===== src/rtl/turf_pkg.sv =====
// -----------------------------------------------------------------------------
// turf_pkg
// Shared definitions for the turf-painting scorer and related display logic:
// default grid geometry, the "unpainted" colour code, the player-to-colour
// mapping and the scorer FSM state encoding.
// -----------------------------------------------------------------------------
package turf_pkg;

  localparam int DEF_X_BITS = 8;
  localparam int DEF_Y_BITS = 7;
  localparam int DEF_X_MAX  = 157;
  localparam int DEF_Y_MAX  = 119;

  // RAM cell value meaning "nobody painted here"
  localparam int COLOR_NONE = 0;

  typedef enum logic [2:0] {
    ST_IDLE    = 3'd0,
    ST_CLEAR   = 3'd1,
    ST_SCAN    = 3'd2,
    ST_DRAIN   = 3'd3,
    ST_COMPARE = 3'd4,
    ST_DONE    = 3'd5
  } turf_state_t;

  // Player i paints cells with colour i+1 (colour 0 is reserved for unpainted)
  function automatic int unsigned player_color(input int unsigned player);
    return player + 1;
  endfunction

endpackage


===== src/rtl/turf_raster_addr.sv =====
// -----------------------------------------------------------------------------
// turf_raster_addr
// Column-major raster counter over the paint grid: y advances first, and on
// wrapping past Y_MAX the x column advances. Wraps back to {0,0} after the
// last cell.
// Ports:
//   i_clk      clock
//   i_rst      asynchronous active-high reset
//   i_clear    synchronous return to {0,0}
//   i_advance  step to the next cell
//   o_x, o_y   current cell coordinate
//   o_last     current cell is {X_MAX,Y_MAX}
// -----------------------------------------------------------------------------
module turf_raster_addr
  import turf_pkg::*;
#(
  parameter int X_BITS = DEF_X_BITS,
  parameter int Y_BITS = DEF_Y_BITS,
  parameter int X_MAX  = DEF_X_MAX,
  parameter int Y_MAX  = DEF_Y_MAX
) (
  input  logic              i_clk,
  input  logic              i_rst,
  input  logic              i_clear,
  input  logic              i_advance,
  output logic [X_BITS-1:0] o_x,
  output logic [Y_BITS-1:0] o_y,
  output logic              o_last
);

  logic [X_BITS-1:0] r_x;
  logic [Y_BITS-1:0] r_y;
  logic              w_x_end;
  logic              w_y_end;

  assign w_x_end = (r_x == X_BITS'(X_MAX));
  assign w_y_end = (r_y == Y_BITS'(Y_MAX));
  assign o_last  = w_x_end & w_y_end;
  assign o_x     = r_x;
  assign o_y     = r_y;

  always_ff @(posedge i_clk or posedge i_rst) begin
    if (i_rst) begin
      r_x <= '0;
      r_y <= '0;
    end else if (i_clear) begin
      r_x <= '0;
      r_y <= '0;
    end else if (i_advance) begin
      if (w_y_end) begin
        r_y <= '0;
        r_x <= w_x_end ? '0 : r_x + X_BITS'(1);
      end else begin
        r_y <= r_y + Y_BITS'(1);
      end
    end
  end

endmodule


===== src/rtl/turf_tally.sv =====
// -----------------------------------------------------------------------------
// turf_tally
// End-of-round scorer. On start it clears its tallies, raster-scans the paint
// RAM, counts cells per player plus unpainted/foreign cells, then sweeps the
// player counts to find the lowest-index leader and whether the lead is shared.
// Ports:
//   CLOCK_50       clock (rising edge)
//   reset          asynchronous active-high reset
//   start          scan request, accepted in IDLE or DONE
//   busy           scan in progress
//   done           one-cycle pulse when results become valid
//   results_valid  results stable until the next accepted start
//   rd_en/rd_addr  paint RAM read port, address {x,y}
//   rd_data        paint RAM data, RD_LATENCY cycles after rd_en/rd_addr
//   counts         per-player counts, player i at [i*CNT_BITS +: CNT_BITS]
//   unpainted      cells with colour 0 or above NUM_PLAYERS
//   winner/tie     lowest index holding the max count / max shared
// -----------------------------------------------------------------------------
module turf_tally
  import turf_pkg::*;
#(
  parameter int NUM_PLAYERS = 4,
  parameter int X_BITS      = DEF_X_BITS,
  parameter int Y_BITS      = DEF_Y_BITS,
  parameter int X_MAX       = DEF_X_MAX,
  parameter int Y_MAX       = DEF_Y_MAX,
  parameter int COLOR_BITS  = 3,
  parameter int CNT_BITS    = 15,
  parameter int RD_LATENCY  = 1
) (
  input  logic                             CLOCK_50,
  input  logic                             reset,
  input  logic                             start,
  output logic                             busy,
  output logic                             done,
  output logic                             results_valid,
  output logic                             rd_en,
  output logic [X_BITS+Y_BITS-1:0]         rd_addr,
  input  logic [COLOR_BITS-1:0]            rd_data,
  output logic [NUM_PLAYERS*CNT_BITS-1:0]  counts,
  output logic [CNT_BITS-1:0]              unpainted,
  output logic [$clog2(NUM_PLAYERS)-1:0]   winner,
  output logic                             tie
);

  localparam int W_BITS = $clog2(NUM_PLAYERS);

  generate
    if (NUM_PLAYERS < 2 || NUM_PLAYERS > 7 || RD_LATENCY < 1 || RD_LATENCY > 3 ||
        X_MAX >= (1 << X_BITS) || Y_MAX >= (1 << Y_BITS) ||
        NUM_PLAYERS >= (1 << COLOR_BITS)) begin : g_bad_params
      $error("turf_tally: illegal parameter combination");
    end
  endgenerate

  function automatic logic [CNT_BITS-1:0] sat_inc(input logic [CNT_BITS-1:0] v);
    return (&v) ? v : v + CNT_BITS'(1);
  endfunction

  turf_state_t                              r_state;
  logic                                     r_busy;
  logic                                     r_done;
  logic                                     r_rv;
  logic                                     r_rd_en;
  logic [1:0]                               r_drain;
  logic [W_BITS-1:0]                        r_idx;
  logic [CNT_BITS-1:0]                      r_max;
  logic [W_BITS-1:0]                        r_winner;
  logic                                     r_tie;
  logic [NUM_PLAYERS-1:0][CNT_BITS-1:0]     r_counts;
  logic [CNT_BITS-1:0]                      r_unp;
  logic [RD_LATENCY-1:0]                    r_vld;

  logic [X_BITS-1:0]                        w_x;
  logic [Y_BITS-1:0]                        w_y;
  logic                                     w_last;
  logic                                     w_accept;
  logic [NUM_PLAYERS-1:0]                   w_hit;
  logic [CNT_BITS-1:0]                      w_cur;

  turf_raster_addr #(
    .X_BITS (X_BITS),
    .Y_BITS (Y_BITS),
    .X_MAX  (X_MAX),
    .Y_MAX  (Y_MAX)
  ) u_raster (
    .i_clk     (CLOCK_50),
    .i_rst     (reset),
    .i_clear   (r_state == ST_CLEAR),
    .i_advance (r_state == ST_SCAN),
    .o_x       (w_x),
    .o_y       (w_y),
    .o_last    (w_last)
  );

  assign rd_addr       = {w_x, w_y};
  assign rd_en         = r_rd_en;
  assign busy          = r_busy;
  assign done          = r_done;
  assign results_valid = r_rv;
  assign counts        = r_counts;
  assign unpainted     = r_unp;
  assign winner        = r_winner;
  assign tie           = r_tie;

  // ---- stage: read-issue valid delayed to line up with rd_data ----
  always_ff @(posedge CLOCK_50 or posedge reset) begin
    if (reset) begin
      r_vld <= '0;
    end else begin
      r_vld[0] <= r_rd_en;
      for (int i = 1; i < RD_LATENCY; i++) r_vld[i] <= r_vld[i-1];
    end
  end

  assign w_accept = r_vld[RD_LATENCY-1];

  // Exactly one player matches a given colour; anything unmatched
  // (colour 0 or beyond the last player) counts as unpainted.
  always_comb begin
    w_hit = '0;
    for (int i = 0; i < NUM_PLAYERS; i++)
      w_hit[i] = (rd_data == COLOR_BITS'(player_color(i)));
  end

  // ---- stage: accumulate returned cells ----
  always_ff @(posedge CLOCK_50 or posedge reset) begin
    if (reset) begin
      r_counts <= '0;
      r_unp    <= '0;
    end else if (r_state == ST_CLEAR) begin
      r_counts <= '0;
      r_unp    <= '0;
    end else if (w_accept) begin
      for (int i = 0; i < NUM_PLAYERS; i++)
        if (w_hit[i]) r_counts[i] <= sat_inc(r_counts[i]);
      if (!(|w_hit)) r_unp <= sat_inc(r_unp);
    end
  end

  assign w_cur = r_counts[r_idx];

  // ---- stage: control FSM and leader sweep ----
  always_ff @(posedge CLOCK_50 or posedge reset) begin
    if (reset) begin
      r_state  <= ST_IDLE;
      r_busy   <= 1'b0;
      r_done   <= 1'b0;
      r_rv     <= 1'b0;
      r_rd_en  <= 1'b0;
      r_drain  <= '0;
      r_idx    <= '0;
      r_max    <= '0;
      r_winner <= '0;
      r_tie    <= 1'b0;
    end else begin
      r_done <= 1'b0;
      case (r_state)
        ST_IDLE, ST_DONE: begin
          if (start) begin
            r_state <= ST_CLEAR;
            r_busy  <= 1'b1;
            r_rv    <= 1'b0;
          end
        end
        ST_CLEAR: begin
          r_state  <= ST_SCAN;
          r_rd_en  <= 1'b1;
          r_drain  <= '0;
          r_idx    <= '0;
          r_max    <= '0;
          r_winner <= '0;
          r_tie    <= 1'b0;
        end
        ST_SCAN: begin
          if (w_last) begin
            r_state <= ST_DRAIN;
            r_rd_en <= 1'b0;
          end
        end
        ST_DRAIN: begin
          if (r_drain == 2'(RD_LATENCY - 1)) r_state <= ST_COMPARE;
          else                               r_drain <= r_drain + 2'd1;
        end
        ST_COMPARE: begin
          // Strict '>' keeps the lowest index on equal counts; an equal
          // count after the first player marks the lead as shared.
          if (w_cur > r_max) begin
            r_max    <= w_cur;
            r_winner <= r_idx;
            r_tie    <= 1'b0;
          end else if (w_cur == r_max && r_idx != '0) begin
            r_tie <= 1'b1;
          end
          if (r_idx == W_BITS'(NUM_PLAYERS - 1)) begin
            r_state <= ST_DONE;
            r_done  <= 1'b1;
            r_busy  <= 1'b0;
            r_rv    <= 1'b1;
          end else begin
            r_idx <= r_idx + W_BITS'(1);
          end
        end
        default: r_state <= ST_IDLE;
      endcase
    end
  end

endmodule


===== config.mk =====
export PLATFORM = sky130hd
export DESIGN_NAME = turf_tally
export DESIGN_NICKNAME = d
export VERILOG_FILES = /design/src/rtl/turf_pkg.sv /design/src/rtl/turf_raster_addr.sv /design/src/rtl/turf_tally.sv
export SDC_FILE = /design/constraint.sdc
export NUM_CORES = 1
export LEC_CHECK = 0
export CELL_PAD_IN_SITES_DETAIL_PLACEMENT = 1
export CELL_PAD_IN_SITES_GLOBAL_PLACEMENT = 2
export CORE_MARGIN = 1
export CORE_UTILIZATION = 30
export CTS_BUF_LIST = sky130_fd_sc_hd__clkbuf_8
export CTS_CLUSTER_SIZE = 25
export DETAILED_ROUTE_END_ITERATION = 8
export PLACE_DENSITY = 0.76
export SLEW_MARGIN = 20
export SYNTH_ARGS = -nofsm -noshare
export SYNTH_HDL_FRONTEND = slang
export SYNTH_SLANG_ARGS = --single-unit

===== constraint.sdc =====
create_clock -name CLOCK_50 -period 7.85 [get_ports CLOCK_50]
set_clock_uncertainty 0.2 [all_clocks]
set_input_delay 2.355 -clock CLOCK_50 [delete_from_list [all_inputs] [get_ports CLOCK_50]]
set_output_delay 2.355 -clock CLOCK_50 [all_outputs]
set_load 0.05 [all_outputs]

# After elaboration in Yosys (flattened, before gate mapping)

Cells that the tools add are included.

Memory bits (read-only): 0
Logic and storage cells: 140
Input bits: 6
Bits in latches: 0
Register bits: 120
Memory bits (writable): 0
Output and inout bits: 97
Memories kept: 0

Multiplexer cells: 49
Bitwise logic cells: 1
$mul: 0
Add/subtract/negate cells: 9
Reductions and logical operators: 34
Shift-type cells: 0
Order comparisons: 2
Div/mod/pow operators: 0
Equal/unequal tests: 27

Operators with widths:

| operator                                                              | count |
|---|---|
| 15-bit 2-to-1 mux                                                     | 14 |
| 60-bit 2-to-1 mux                                                     | 2 |
| 15-bit by 1-bit adder with 15-bit output, second input constant       | 5 |
| 15-bit AND reduction                                                  | 5 |
| 8-bit 2-to-1 mux                                                      | 4 |
| 15-bit binary-select mux with 2-bit select                            | 1 |
| 15-bit one-hot mux with 2 select lines                                | 1 |
| 2-bit nonzero test                                                    | 11 |
| 7-bit 2-to-1 mux                                                      | 3 |
| 3-bit AND reduction                                                   | 6 |
| 15-bit equality test                                                  | 1 |
| 15-bit greater-than comparator                                        | 1 |
| 3-bit one-hot mux with 5 select lines                                 | 1 |
| 2-bit != test, second input constant                                  | 7 |
| 3-bit by 2-bit equality test with 1-bit output, second input constant | 4 |
| 3-bit 2-to-1 mux                                                      | 4 |
| 2-bit by 1-bit != test with 1-bit output, second input constant       | 6 |
| 2-bit one-hot mux with 2 select lines                                 | 3 |
| 2-bit AND reduction                                                   | 6 |
| 3-bit equality test, second input constant                            | 3 |
| 1-bit 2-to-1 mux                                                      | 9 |
| 8-bit by 1-bit adder with 8-bit output, second input constant         | 1 |
| 8-bit equality test, second input constant                            | 1 |
| 1-bit one-hot mux with 2 select lines                                 | 4 |
| other kinds (15)                                                      | 19 |

# Longest topological paths before layout

Gate-level depths: netlist of the first run.

Depth in word-level cells: 7
Depth in mapped cells: 12
Depth with buffers taken out: 9

# Cells and area by module

A second synthesis of the first run with hierarchy kept.

Cell total of the unflattened synthesis: 697
Area, all modules: 6951.7 µm²

Modules (own cells, without submodules):

| module           | area each (µm²) | instances | cells each |
|---|---|---|---|
| turf_tally       | 6080.8          | 1         | 607 |
| turf_raster_addr | 870.8           | 1         | 90 |

# Worst setup path after synthesis of the first run

No wires, ideal clock.

Path kind: input-to-reg
Start point: in rd_data[2]
End point: reg r_unp[8], in the netlist unpainted[8]
Setup time: 0.120 ns
Buffers on the path: 1
Path slack: 3.951 ns
Arrival: 3.578 ns
Stages: 6
Path through: buf_2 nor3_1 o21ai_1 a211oi_2 a31oi_1 a41o_1

Longest elaborated chain between the ends: 4
Elaborated cells on any way between the ends: 7
Classes of those cells: eq/ne (5); reduce/logical (2)

RTL lines:

| element                                                                      | line              | source |
|---|---|---|
| from (decl)                                                                  | turf_tally.sv:39  | `input logic [COLOR_BITS-1:0] rd_data,` |
| 3-bit by 1-bit equality test with 1-bit output, or another cell as far along | turf_tally.sv:123 | `w_hit[i] = (rd_data == COLOR_BITS'(player_color(i)));` |
| 4-bit OR reduction *                                                         | turf_tally.sv:137 | `if (!(\|w_hit)) r_unp <= sat_inc(r_unp);` |
| 2-bit by 1-bit != test with 1-bit output (no line) *                         | n/a               |  |
| 3-bit AND reduction (no line) *                                              | n/a               |  |
| to (signal assigned)                                                         | turf_tally.sv:137 |  |
| to (decl)                                                                    | turf_tally.sv:71  | `logic [CNT_BITS-1:0] r_unp;` |

Every way passes the cells marked *; elsewhere a longest branch is shown, timed or not.
A chain may end at the register's enable or synchronous reset.

# Worst setup path after layout of the first run

Start point: reg r_counts, in the netlist counts[52]
End point: out counts[52]

RTL lines:

| element                           | line              | source |
|---|---|---|
| from (decl)                       | turf_tally.sv:70  | `logic [NUM_PLAYERS-1:0][CNT_BITS-1:0] r_counts;` |
| from (signal, indexed assignment) | turf_tally.sv:136 | `if (w_hit[i]) r_counts[i] <= sat_inc(r_counts[i]);` |
| to (decl)                         | turf_tally.sv:40  | `output logic [NUM_PLAYERS*CNT_BITS-1:0] counts,` |

No word-level cell between the ends.

==> results.py, run 1 <==
metrics = {
    "status": {
        "status": "finished, final reports clean",
    },
    "final_layout": {
        "drive_gt1_share_pct": 10.02,
        "syn_to_final_growth_pct": 25.83,
        "nFillCells": 2600,
        "final_cell_mix": "dfrtp_1 (120), clkdlybuf4s50_1 (102), nor2_1 (100)",
        "layout.nets": 857,
        "final_common_cell": "dfrtp_1",
        "diodes": 0,
    },
    "grt": {
        "grt_usage_pct": 18.95,
        "grt_pass1_wl_um": 34930,
        "antenna_found_initial": 0,
        "overflow": 0,
        "grt_pass1_vias": 6065,
        "grt_max_degree": 78,
    },
    "drt": {
        "ant_nets": 0,
        "wire_per_inst_um": 18.83,
        "vias": 6035,
        "routed_wirelength_um": 21680,
        "drtIter0Drc": 308,
        "vias_per_cell": 5.243,
        "route.detailed.drc": 0,
        "drtPass1Iterations": 4,
    },
    "synthesis": {
        "synth-seq-cells": 120,
        "yosys.area_share.simple_pct": 21.29,
        "synth_mux_area_share_pct": 8.188,
        "synth_top_family_by_area": "simple AND/OR/NAND/NOR gates",
        "synth_compound_gate_area_share_pct": 12.57,
        "async_reset_ff_share_pct": 100.0,
        "synthCells": 731,
        "synth_cell_type_count": 69,
        "synth_ff_type": "dfrtp_1",
        "synth_area_um2": 7029,
        "synth-xor-area-share_pct": 6.853,
        "seq_area_frac_synth_pct": 42.72,
        "ys.warnings.count": 0,
        "synth-adder-area-share_pct": 4.628,
        "synth_edf_count": 0,
        "syn_nets": 763,
        "avgSynthCellArea_um2": 9.616,
    },
    "floorplanning": {
        "row_count": 55,
        "initial_utilization_pct": 30.86,
        "pin_count": 103,
        "die_height_um": 155.1,
        "core_area_um2": 22780,
        "die_x_um": 155.1,
        "dieArea_um2": 24050,
    },
    "critical_path": {
        "crit_buf_inv": 1,
        "crit_family": "buffers and inverters",
        "worstSetupPathType": "reg -> out",
        "crit_required_ns": 5.30,
        "path_cells": "clkdlybuf4s50_1",
        "setup.worst_path.end_class": "output pin",
        "crit_slowest_cell": "clkdlybuf4s50_1",
        "crit_fanout": 9,
        "start_kind": "flop",
        "slowest_delay_ns": 0.89,
        "worstPathArrival_ns": 1.95,
    },
    "cts": {
        "clk_pin_slew_worst_paths_ns": 0.09,
        "cts_tree": "yes",
        "root_buffer": "clkbuf_8",
        "postCtsSetupRepairBufs": 0,
        "post_cts_resized": 0,
        "numCtsBuffers": 17,
        "cts_sinks": 120,
        "clk_path_buf_depth": 2,
        "clk_latency_ns": 0.46,
        "cts_htree_levels": 4,
        "cts_hold_buf": 0,
    },
    "timing": {
        "hold_viol_final": 0,
        "period_minus_slack_ns": 4.507,
        "fmax_ghz": 0.2219,
        "slew_violations": 0,
        "maxSlewHeadroom_pct": 33.46,
        "worstMarginPinSlew_ns": 0.9981,
        "fin_ws_ns": 3.343,
        "final.setup.tns_ns": 0,
        "finalCritPeriodShare_pct": 57.42,
        "report.final.setup_viol": 0,
        "rsz0062_at_grt": "false",
    },
    "power_and_ir_drop": {
        "p_per_area_nw_per_um2": 250.0,
        "ir_worst_vdd_v": 0.0001664,
        "p_leak_nw": 3.644,
    },
    "place": {
        "dp_hpwl_um": 15340,
        "place_ws_ns": 2.940,
        "gp_congestion": 0.7746,
        "port_buffers": 102,
    },
    "hold_path": {
        "hp-class": "reg -> reg",
    },
    "job": {
        "maxCapViolCount": 0,
    },
}
==> power breakdown <==
group / switching [W] / internal (W) / leakage, nW
clock: 0.000284 / 0.000422 / 0.244
combinational: 0.000466 / 0.000234 / 1.75
sequential: 0.000124 / 0.000681 / 1.65
total: 0.000874 / 0.00134 / 3.64
==> sequential cells by signal, summed over array words and instances, names as in the netlist <==
name	cells
r_vld	1
results_valid	1
done	1
u_raster.o_x	8
counts	60
winner	2
rd_en	1
busy	1
r_drain	2
r_idx	2
unpainted	15
tie	1
r_max	15
u_raster.o_y	7
r_state	3
==> path summary, 6_finish.rpt <==
path	end	from	depth (start not counted)	slack, ns
max in group asynchronous	counts[19]$_DFFE_PP0P_	reset	3	4.09
hold / removal	r_vld$_DFF_PP0_	rd_en$_DFFE_PP0P_	0	0.27
min in group asynchronous	unpainted[2]$_DFFE_PP0P_	reset	2	2.20
hold reg to reg	r_vld$_DFF_PP0_	rd_en$_DFFE_PP0P_	0	0.27
setup reg to reg	r_max[14]$_DFFE_PP0P_	r_idx[1]$_DFFE_PP0P_	7	3.87
setup / recovery	counts[52]	counts[52]$_DFFE_PP0P_	1	3.34
==> per-stage QoR <==
| stage | hold WS [ns] | utilization [%] | total power [W] | cell area (um2) | cells |
|---|---|---|---|---|---|
| 2_1_floorplan | 0.2484 | - | 0.001284 | 7029 | 731 |
| 4_1_cts | 0.2842 | 38.82 | 0.002242 | 8842 | 1151 |
| 5_1_grt | 0.3181 | 38.83 | 0.002335 | 8845 | 1151 |
| 3_5_place_dp | 0.2599 | 36.65 | 0.001527 | 8349 | 1119 |
| 3_3_place_gp | 0.2721 | 36.65 | 0.001520 | 8349 | 1119 |
| 6_report | 0.2658 | 38.83 | 0.002211 | 8845 | 1151 |
==> logic make-up after synthesis <==
logic type                 Yosys count
DFF                                120
xor gates and xnor gates            55
buffers and inverters               66
muxes                               38
and+or+nand+nor                    296
adders and majority gates           26
AOI/OAI and AO/OA                  130
==> synthesized netlist by cell type, drive strengths merged (3+ instances only) <==
| library cell | n | area [um2] |
|---|---|---|
| mux2 | 16 | 180.2 |
| nand3 | 32 | 160.2 |
| o21ai | 23 | 115.1 |
| or3 | 7 | 43.79 |
| inv | 34 | 127.6 |
| a211oi | 11 | 87.58 |
| nand2b | 5 | 31.28 |
| o31ai | 4 | 43.79 |
| and2 | 6 | 37.54 |
| and3 | 10 | 62.56 |
| o22ai | 3 | 18.77 |
| xnor2 | 27 | 236.5 |
| a21o | 5 | 37.54 |
| ha | 26 | 325.3 |
| and4bb | 3 | 37.54 |
| nand4 | 23 | 143.9 |
| and4 | 4 | 35.03 |
| buf | 17 | 80.07 |
| nor3 | 13 | 70.07 |
| nor4 | 11 | 96.34 |
| nand2 | 62 | 232.7 |
| dfrtp | 120 | 3003 |
| o2111ai | 11 | 96.34 |
| nand3b | 3 | 26.27 |
| xor2 | 28 | 245.2 |
| clkbuf | 14 | 52.55 |
| a31oi | 11 | 68.82 |
| mux2i | 8 | 80.08 |
| nor2 | 101 | 379.1 |
| a21oi | 37 | 185.2 |
| nand4bb | 3 | 33.78 |
| mux4 | 14 | 315.3 |
==> per-layer routing <==
metal  vias to the layer above  share of wire, %  GRT usage (%)
li1                       2828                 -              -
met1                      3061                49          26.53
met2                       118                46          29.21
met3                        28               3.9          4.123
met4                         0               1.5          5.611
met5                         -                 0              0
==> layout make-up <==
type                    instances  area (um2)  share of cell area, %
repair buffers                106        1051                  11.88
clock buffers                  18       247.7                  2.801
clock inverters                14       245.2                  2.773
well taps                     313       391.6                  4.428
multi-input cells             545        3770                  42.62
inverters                      35       136.4                  1.542
flip-flops and latches        120        3003                  33.95
Power figures use the tool's default switching activity.
==> inputs of run 2 (changes only) <==
- clock period: 7.85 -> 4.3 ns (I/O delays scaled with it)
==> run 2 against run 1 <==
Sequential power rose by 84%. Combinational power rose by 87%. Cell count rose by 0.87%. Critical path depth rose by 6. Sequential share of layout area fell by 0.39 points. Count of clock-buffer cells in the layout fell by 1. Non-clock buffer count rose by 10. Die area did not move. Flip-flop and latch count did not move.
==> results.py, run 2 (synthesized netlist as in run 1, its figures left out) <==
metrics = {
    "status": {
        "status": "finished, final reports clean",
    },
    "floorplanning": {
        "initial_utilization_pct": 30.86,
        "die_x_um": 155.1,
        "die_height_um": 155.1,
        "row_count": 55,
        "core_area_um2": 22780,
        "pin_count": 103,
        "dieArea_um2": 24050,
    },
    "drt": {
        "drtPass1Iterations": 4,
        "vias": 6032,
        "vias_per_cell": 5.196,
        "wire_per_inst_um": 19.11,
        "routed_wirelength_um": 22180,
        "drtIter0Drc": 263,
        "wl_met1_um": 10700,
        "wl_met2_um": 10130,
        "top_layer_used": "met4",
        "ant_nets": 0,
        "wl_met3_um": 1083,
        "route.detailed.drc": 0,
    },
    "timing": {
        "report.final.setup_viol": 0,
        "slew_violations": 0,
        "finalCritPeriodShare_pct": 85.34,
        "hold_viol_final": 0,
        "worstMarginPinSlew_ns": 1.013,
        "final.setup.tns_ns": 0,
        "hold_slack_ns": 0.2892,
        "rsz0062_at_grt": "false",
        "period_minus_slack_ns": 3.669,
        "fmax_ghz": 0.2725,
        "maxSlewHeadroom_pct": 32.47,
    },
    "place": {
        "dp_hpwl_um": 16130,
        "gp_congestion": 0.8320,
        "port_buffers": 102,
        "dp.cells": 1129,
    },
    "cts": {
        "clk_pin_slew_worst_paths_ns": 0.07,
        "cts_htree_levels": 4,
        "clk_path_buf_depth": 2,
        "clk_latency_ns": 0.45,
        "cts_hold_buf": 0,
        "numCtsBuffers": 17,
        "root_buffer": "clkbuf_8",
        "cts_sinks": 120,
        "cts_tree": "yes",
        "post_cts_resized": 0,
        "postCtsSetupRepairBufs": 0,
    },
    "critical_path": {
        "r2r_cells": 7,
        "crit_required_ns": 4.43,
        "start_kind": "flop",
        "setup.worst_path.end_class": "flop",
        "worstPathArrival_ns": 3.80,
        "crit_fanout": 18,
        "worstSetupPathType": "reg -> reg",
    },
    "grt": {
        "grt_pass1_vias": 6090,
        "antenna_found_initial": 0,
        "grt_usage_pct": 19.26,
        "overflow": 0,
        "grt_max_degree": 44,
        "grt_pass1_wl_um": 35450,
    },
    "final_layout": {
        "layout.nets": 867,
        "diodes": 0,
        "final_cell_count_no_fill": 1161,
        "final_cell_mix": "dfrtp_1 (120), clkdlybuf4s50_1 (102), nor2_1 (100)",
        "syn_to_final_growth_pct": 27.31,
        "largest_reg_flops": 60,
        "drive_gt1_share_pct": 11.08,
        "final_common_cell": "dfrtp_1",
    },
    "power_and_ir_drop": {
        "p_leak_nw": 3.688,
        "ir_worst_vdd_v": 0.0004061,
        "power.total_w": 0.004009,
        "p_per_area_nw_per_um2": 448.0,
    },
    "hold_path": {
        "holdPathStages": 0,
        "hp-class": "reg -> reg",
    },
    "job": {
        "maxCapViolCount": 0,
    },
}
-- run 2: cell types whose count changed in the layout (fill, tap and decap cells not counted), sizes merged --
| cell | change |
|---|---|
| buf | +10 |
| bufinv | -1 |
| clkbuf | -1 |
| inv | -2 |
| clkinv | +1 |
| clkinvlp | +3 |
-- run 2: critical path, cell delays in order (launching register included) --
cell	delay (ns)
dfrtp_1	0.62
buf_12	0.20
mux4_2	0.53
ha_1	0.33
a21oi_1	0.17
o21ai_0	0.17
o31ai_4	0.91
mux2_2	0.43
-- run 2: final timing paths --
kind,from,to,slack [ns]
max,r_idx[0]$_DFFE_PP0P_,r_max[14]$_DFFE_PP0P_,0.63
min,rd_en$_DFFE_PP0P_,r_vld$_DFF_PP0_,0.29
max reg2reg,r_idx[0]$_DFFE_PP0P_,r_max[14]$_DFFE_PP0P_,0.63
min reg2reg,rd_en$_DFFE_PP0P_,r_vld$_DFF_PP0_,0.29
max in group asynchronous,reset,counts[31]$_DFFE_PP0P_,2.19
min in group asynchronous,reset,unpainted[10]$_DFFE_PP0P_,1.08
-- run 2: area by class of cell --
class,count,area (um2)
fill,2594,13830
inverter,35,135.1
timing repair buffer,116,1189
tap,313,391.6
clock inverter,15,226.5
multi-input combinational,545,3770
clock buffer,17,234.0
sequential,120,3003
-- run 2: metrics by stage --
| stage | area (um2) | utilization (%) | setup slack, ns |
|---|---|---|---|
| 2_1_floorplan | 7033 | - | 0.8379 |
| 3_3_place_gp | 8488 | 37.26 | 0.6085 |
| 3_5_place_dp | 8488 | 37.26 | 0.5868 |
| 4_1_cts | 8949 | 39.29 | 0.6123 |
| 5_1_grt | 8949 | 39.29 | 0.3903 |
| 6_report | 8949 | 39.29 | 0.6305 |
-- run 2: routing by layer --
layer / up-vias / track usage (%)
li1: 2851 / -
met1: 3042 / 27.81
met3: 23 / 3.203
met4: 0 / 5.422
met2: 116 / 29.56
met5: - / 0
-- run 2: report_power, final --
group | leakage, nW | total [W] | switching [W] | internal [W]
Sequential | 1.65 | 0.00148 | 0.000240 | 0.00124
Combinational | 1.82 | 0.00131 | 0.000846 | 0.000465
Clock | 0.222 | 0.00121 | 0.000522 | 0.000692
